==> src/rtl/eth_tx_arbiter.sv <==
// Frame-level round-robin arbiter sharing one MAC transmit byte stream between two sources.
// Whole frames are granted, an idle gap follows every frame, and runaway frames are truncated.
module eth_tx_arbiter #(
  parameter int GAP_CYCLES = 4,
  parameter int MAX_LEN    = 1514
) (
  input  logic        clk,
  input  logic        rst,
  input  logic [7:0]  s0_data,
  input  logic        s0_valid,
  input  logic        s0_last,
  output logic        s0_ready,
  input  logic [7:0]  s1_data,
  input  logic        s1_valid,
  input  logic        s1_last,
  output logic        s1_ready,
  output logic [7:0]  m_data,
  output logic        m_valid,
  output logic        m_last,
  output logic        m_err,
  input  logic        m_ready,
  output logic [1:0]  grant,
  output logic [15:0] frames_ok,
  output logic [15:0] frames_trunc
);

  typedef enum logic [1:0] {IDLE, GRANT, DRAIN, GAP} state_e;

  localparam logic [10:0] MAX_LEN_C = 11'(MAX_LEN);
  localparam logic [15:0] GAP_C     = 16'(GAP_CYCLES);
  // With a zero gap the frame end returns straight to the grant decision.
  localparam state_e      DONE_ST   = (GAP_CYCLES == 0) ? IDLE : GAP;

  state_e      state_q, state_d;
  logic [1:0]  grant_q, grant_d;
  logic        last_owner_q, last_owner_d;
  logic [10:0] byte_cnt_q, byte_cnt_d;
  logic [15:0] gap_cnt_q, gap_cnt_d;
  logic [15:0] frames_ok_q, frames_ok_d;
  logic [15:0] frames_trunc_q, frames_trunc_d;

  logic        owner_s;
  logic [7:0]  own_data_s;
  logic        own_valid_s;
  logic        own_last_s;
  logic        own_ready_s;
  logic        new_owner_s;
  logic        at_max_s;

  assign owner_s     = grant_q[1];
  assign own_data_s  = owner_s ? s1_data  : s0_data;
  assign own_valid_s = owner_s ? s1_valid : s0_valid;
  assign own_last_s  = owner_s ? s1_last  : s0_last;
  assign at_max_s    = ((byte_cnt_q + 11'd1) == MAX_LEN_C);

  assign s0_ready     = own_ready_s & ~owner_s;
  assign s1_ready     = own_ready_s & owner_s;
  assign grant        = grant_q;
  assign frames_ok    = frames_ok_q;
  assign frames_trunc = frames_trunc_q;

  // Next-state, counter updates and the combinational owner datapath.
  always_comb begin
    state_d        = state_q;
    grant_d        = grant_q;
    last_owner_d   = last_owner_q;
    byte_cnt_d     = byte_cnt_q;
    gap_cnt_d      = gap_cnt_q;
    frames_ok_d    = frames_ok_q;
    frames_trunc_d = frames_trunc_q;
    new_owner_s    = 1'b0;
    own_ready_s    = 1'b0;
    m_data         = 8'd0;
    m_valid        = 1'b0;
    m_last         = 1'b0;
    m_err          = 1'b0;
    case (state_q)
      IDLE: begin
        if (s0_valid && s1_valid) begin
          new_owner_s = ~last_owner_q;
        end else if (s1_valid) begin
          new_owner_s = 1'b1;
        end else begin
          new_owner_s = 1'b0;
        end
        if (s0_valid || s1_valid) begin
          grant_d      = new_owner_s ? 2'b10 : 2'b01;
          last_owner_d = new_owner_s;
          byte_cnt_d   = 11'd0;
          state_d      = GRANT;
        end else begin
          state_d = IDLE;
        end
      end
      GRANT: begin
        m_data      = own_data_s;
        m_valid     = own_valid_s;
        m_last      = own_valid_s & (own_last_s | at_max_s);
        m_err       = own_valid_s & ~own_last_s & at_max_s;
        own_ready_s = m_ready;
        if (own_valid_s && m_ready) begin
          byte_cnt_d = byte_cnt_q + 11'd1;
          if (own_last_s) begin
            frames_ok_d = frames_ok_q + 16'd1;
            grant_d     = 2'b00;
            gap_cnt_d   = GAP_C;
            state_d     = DONE_ST;
          end else if (at_max_s) begin
            frames_trunc_d = frames_trunc_q + 16'd1;
            state_d        = DRAIN;
          end else begin
            state_d = GRANT;
          end
        end else begin
          state_d = GRANT;
        end
      end
      DRAIN: begin
        // Remainder of a truncated frame is swallowed without involving the MAC.
        own_ready_s = 1'b1;
        if (own_valid_s && own_last_s) begin
          grant_d   = 2'b00;
          gap_cnt_d = GAP_C;
          state_d   = DONE_ST;
        end else begin
          state_d = DRAIN;
        end
      end
      GAP: begin
        if (gap_cnt_q <= 16'd1) begin
          gap_cnt_d = 16'd0;
          state_d   = IDLE;
        end else begin
          gap_cnt_d = gap_cnt_q - 16'd1;
        end
      end
      default: begin
        state_d = IDLE;
        grant_d = 2'b00;
      end
    endcase
  end

  // State and counter registers; last_owner resets to 1 so s0 wins first contention.
  always_ff @(posedge clk) begin
    if (rst) begin
      state_q        <= IDLE;
      grant_q        <= 2'b00;
      last_owner_q   <= 1'b1;
      byte_cnt_q     <= 11'd0;
      gap_cnt_q      <= 16'd0;
      frames_ok_q    <= 16'd0;
      frames_trunc_q <= 16'd0;
    end else begin
      state_q        <= state_d;
      grant_q        <= grant_d;
      last_owner_q   <= last_owner_d;
      byte_cnt_q     <= byte_cnt_d;
      gap_cnt_q      <= gap_cnt_d;
      frames_ok_q    <= frames_ok_d;
      frames_trunc_q <= frames_trunc_d;
    end
  end

endmodule

==> config.mk <==
export PLATFORM = sky130hd
export DESIGN_NAME = eth_tx_arbiter
export DESIGN_NICKNAME = d
export VERILOG_FILES = /design/src/rtl/eth_tx_arbiter.sv
export SDC_FILE = /design/constraint.sdc
export NUM_CORES = 1
export LEC_CHECK = 0
export CORE_UTILIZATION = 55
export DETAILED_ROUTE_END_ITERATION = 12
export PLACE_DENSITY = 0.83
export SLEW_MARGIN = 20
export SYNTH_ARGS = -nofsm -noshare
export SYNTH_HDL_FRONTEND = slang
export SYNTH_SLANG_ARGS = --single-unit
==> constraint.sdc <==
create_clock -name clk -period 4 [get_ports clk]
set_input_delay 0.4 -clock clk [delete_from_list [all_inputs] [get_ports clk]]
set_output_delay 0.4 -clock clk [all_outputs]
set_load 0.05 [all_outputs]
==> out/summary.txt <==
Fmax achieved = 0.265 GHz
Clock tree buffer depth = 2
Sw Share = 0.315
Status = completed
Worst path max stage delay = 800 ps
Root Driver = clkbuf_8
WP data required = 3600 ps
Hold Path Sink = grant[0]
Share of power burned in registers = 0.399
Drt via density = 5.90
GPL Wtd Cong = 0.905
Post-synth cell types = 51
Synth Area in Adders = 0.0429
Post-Route Setup TNS = 0 ps
DP HPWL = 5820 um
Worst Skew = 7.91 ps
Worst reg2reg endpoint = frames_trunc[11]
P&R area growth vs syn = 27.1%
Post-synth EDFFs = 0
Nets@finish = 537
Tmin final = 3770 ps
CTS sink count = 64
Most frequent cells in the layout = 69 x clkdlybuf4s50_1, 64 x dfxtp_1, 59 x nor2_1
DRC viols = 0
Cells after Synth = 441
Combinational fraction of design power = 0.243
Placed cell area = 0.00422 mm^2
Worst Hold Class = flip-flop to flip-flop
TritonCTS clock tree = built
Crit Path Max Fanout = 9
Antenna violations before repair = 0
Ys async rst share = 0
CP arrival = 3370 ps
Pint = 1.23 mW
Setup Crit Path Kind = flip-flop to primary output
Antenna viol nets, final = 0
Vias in the first global route = 3102
Syn avg cell area = 7.94 um^2
Power density cells = 405 mW/mm^2
Drt pass-1 iters = 5
Final Max Slew Viols = 0
Avg WL per Cell = 14.6 um
Largest family of logic cells by synthesized area = simple AND/OR/NAND/NOR gates
Compound-Gate Fraction of Synth Area = 0.175
Clock Latency Late Sink = 350 ps
Num CTS Buffers = 9
Startpoint types = flip-flop
Hold buffer count at CTS = 0
Slew @ Worst Pin = 1050 ps
Final Hold Viols = 0
Total nets after synthesis = 476
First-pass GRT wire length = 13800 um
Design area = 0.00445 mm^2
Slowest-stage cell, CP = clkdlybuf4s50_1
Rel. slew slack = 0.284
Area of the die = 0.00669 mm^2
Largest net degree at the start of global routing = 49
Global route overflow = 0
Setup bufs post-CTS = 0
FF-to-FF setup slack = 1170 ps
Die Y-Extent = 81.8 um
Critical path's top delay family = buffers and inverters
Peak supply drop = 0.367 mV
Hold_sp = grant[0]
Clk network pwr share = 0.358
Post-CTS resize count = 0
DR vias = 3432
Clock transition at the registers of the reported paths = 70 ps
Die W = 81.8 um
Max-Cap Viols = 0
Buffers on Ports = 69
Antenna diodes = 0
Htree depth = 3
Most common cell after layout, fill and taps aside = clkdlybuf4s50_1
Leakage = 1.55 nW
Worst r2r src = byte_cnt_q[0]
Post-synthesis simple-gate area fraction = 0.275
Unrepaired setup endpoints after global routing = false
Initial Util = 0.581
GRT Overall Usage = 0.268
Sequential share of the synthesized area = 0.366
Period Utilization, post-route = 0.943
Synthesized area = 0.00350 mm^2
Layout cells sized above 1 = 0.0552
Worst R2R Path Depth = 8
Initial detailed-routing violation count = 175
Final number of setup-violating endpoints = 0
CORE AREA = 0.00603 mm^2
Psw = 0.567 mW
Post-synthesis mux area share = 0.0347
Most used DFF post-synth = dfxtp_1
Num rows = 28
Yosys warns = 0
CP cell instances = ha_1, inv_1, or3_4, a2111oi_4, and3b_1, and3_1, clkdlybuf4s50_1
Critical path buffers and inverters = 2
XOR/XNOR share of the synthesized area = 0.0651
Hold depth = 2
Final wirelength = 8490 um
Setup crit end kind = primary output
Io pins = 70
Yosys reg bits = 64
-- synth_stat cells (9+ instances only) --
master | count | area share
a21oi_1 | 41 | 0.059
and3_1 | 9 | 0.016
clkbuf_1 | 16 | 0.017
dfxtp_1 | 64 | 0.37
ha_1 | 12 | 0.043
inv_1 | 14 | 0.015
mux2i_1 | 11 | 0.031
nand2_1 | 39 | 0.042
nand3_1 | 16 | 0.023
nor2_1 | 59 | 0.063
o21ai_0 | 24 | 0.034
o31ai_1 | 9 | 0.019
or3_1 | 21 | 0.038
or4_1 | 10 | 0.021
xnor2_1 | 10 | 0.025
xor2_1 | 16 | 0.040
-- worst max-delay path by stage --
stage | from | to | cells past startpoint
finish | byte_cnt_q[0] | m_err | 7
detailed placement | byte_cnt_q[0] | m_err | 7
global route | byte_cnt_q[0] | m_err | 7
global placement | byte_cnt_q[0] | m_err | 7
floorplan | state_q[0] | m_last | 6
CTS | byte_cnt_q[0] | m_err | 7
-- layer usage --
| layer | GRT usage | vias to the layer above | part of all wire |
|---|---|---|---|
| met5 | 0 | - | 0 |
| met4 | 0.144 | 0 | 0.023 |
| met3 | 0.0689 | 24 | 0.052 |
| met2 | 0.455 | 101 | 0.50 |
| met1 | 0.307 | 1613 | 0.43 |
| li1 | - | 1694 | - |
-- flip-flops by register name (all words and copies together), names as in the netlist, named ones only --
register and count:
gap_cnt_q 16, byte_cnt_q 11, grant 2, frames_trunc 16, frames_ok 16, state_q 1
last_owner_q 1
-- power by group through the flow --
| stage | Combinational [mW] | Clock (mW) | Sequential (mW) |
|---|---|---|---|
| floorplan | 0.320 | 0 | 0.728 |
| global placement | 0.420 | 0 | 0.728 |
| detailed placement | 0.429 | 0 | 0.732 |
| CTS | 0.436 | 0.650 | 0.717 |
| global route | 0.479 | 0.675 | 0.724 |
| finish | 0.437 | 0.645 | 0.718 |
-- final cells by class --
| cell class | instances | area, um^2 |
|---|---|---|
| fillers | 470 | 1580 |
| clock buffers | 12 | 155 |
| clock inverters | 4 | 76.3 |
| well taps | 75 | 93.8 |
| inverters | 14 | 52.6 |
| repair buffers | 72 | 713 |
| multi-input cells | 341 | 2070 |
| flip-flops and latches | 64 | 1280 |
-- cell families after synthesis --
group,Yosys count
and+or+nand+nor,192
AOI/OAI and AO/OA,99
DFF,64
buffers and inverters,36
xor gates and xnor gates,26
muxes,12
adders and majority gates,12
-- tightest hold or removal path: cells and delay by family (launching register included) --
kind	cells	cell delay (ps)
AND/OR/NAND/NOR	1	50
flip-flops	1	310
AO/OA/AOI/OAI	1	50
-- stage by stage --
step           instances   util  hold slack [ps]  setup WS [ps]  total power [mW]
5_1_grt              582  0.738              488           72.6              1.88
6_report             582  0.738              454            228              1.80
3_5_place_dp         566  0.700              445            659              1.16
2_1_floorplan        441      -              447           1150              1.05
4_1_cts              582  0.738              456            259              1.80
3_3_place_gp         566  0.700              442            738              1.15
No activity file was read; power rests on OpenSTA's default activity.
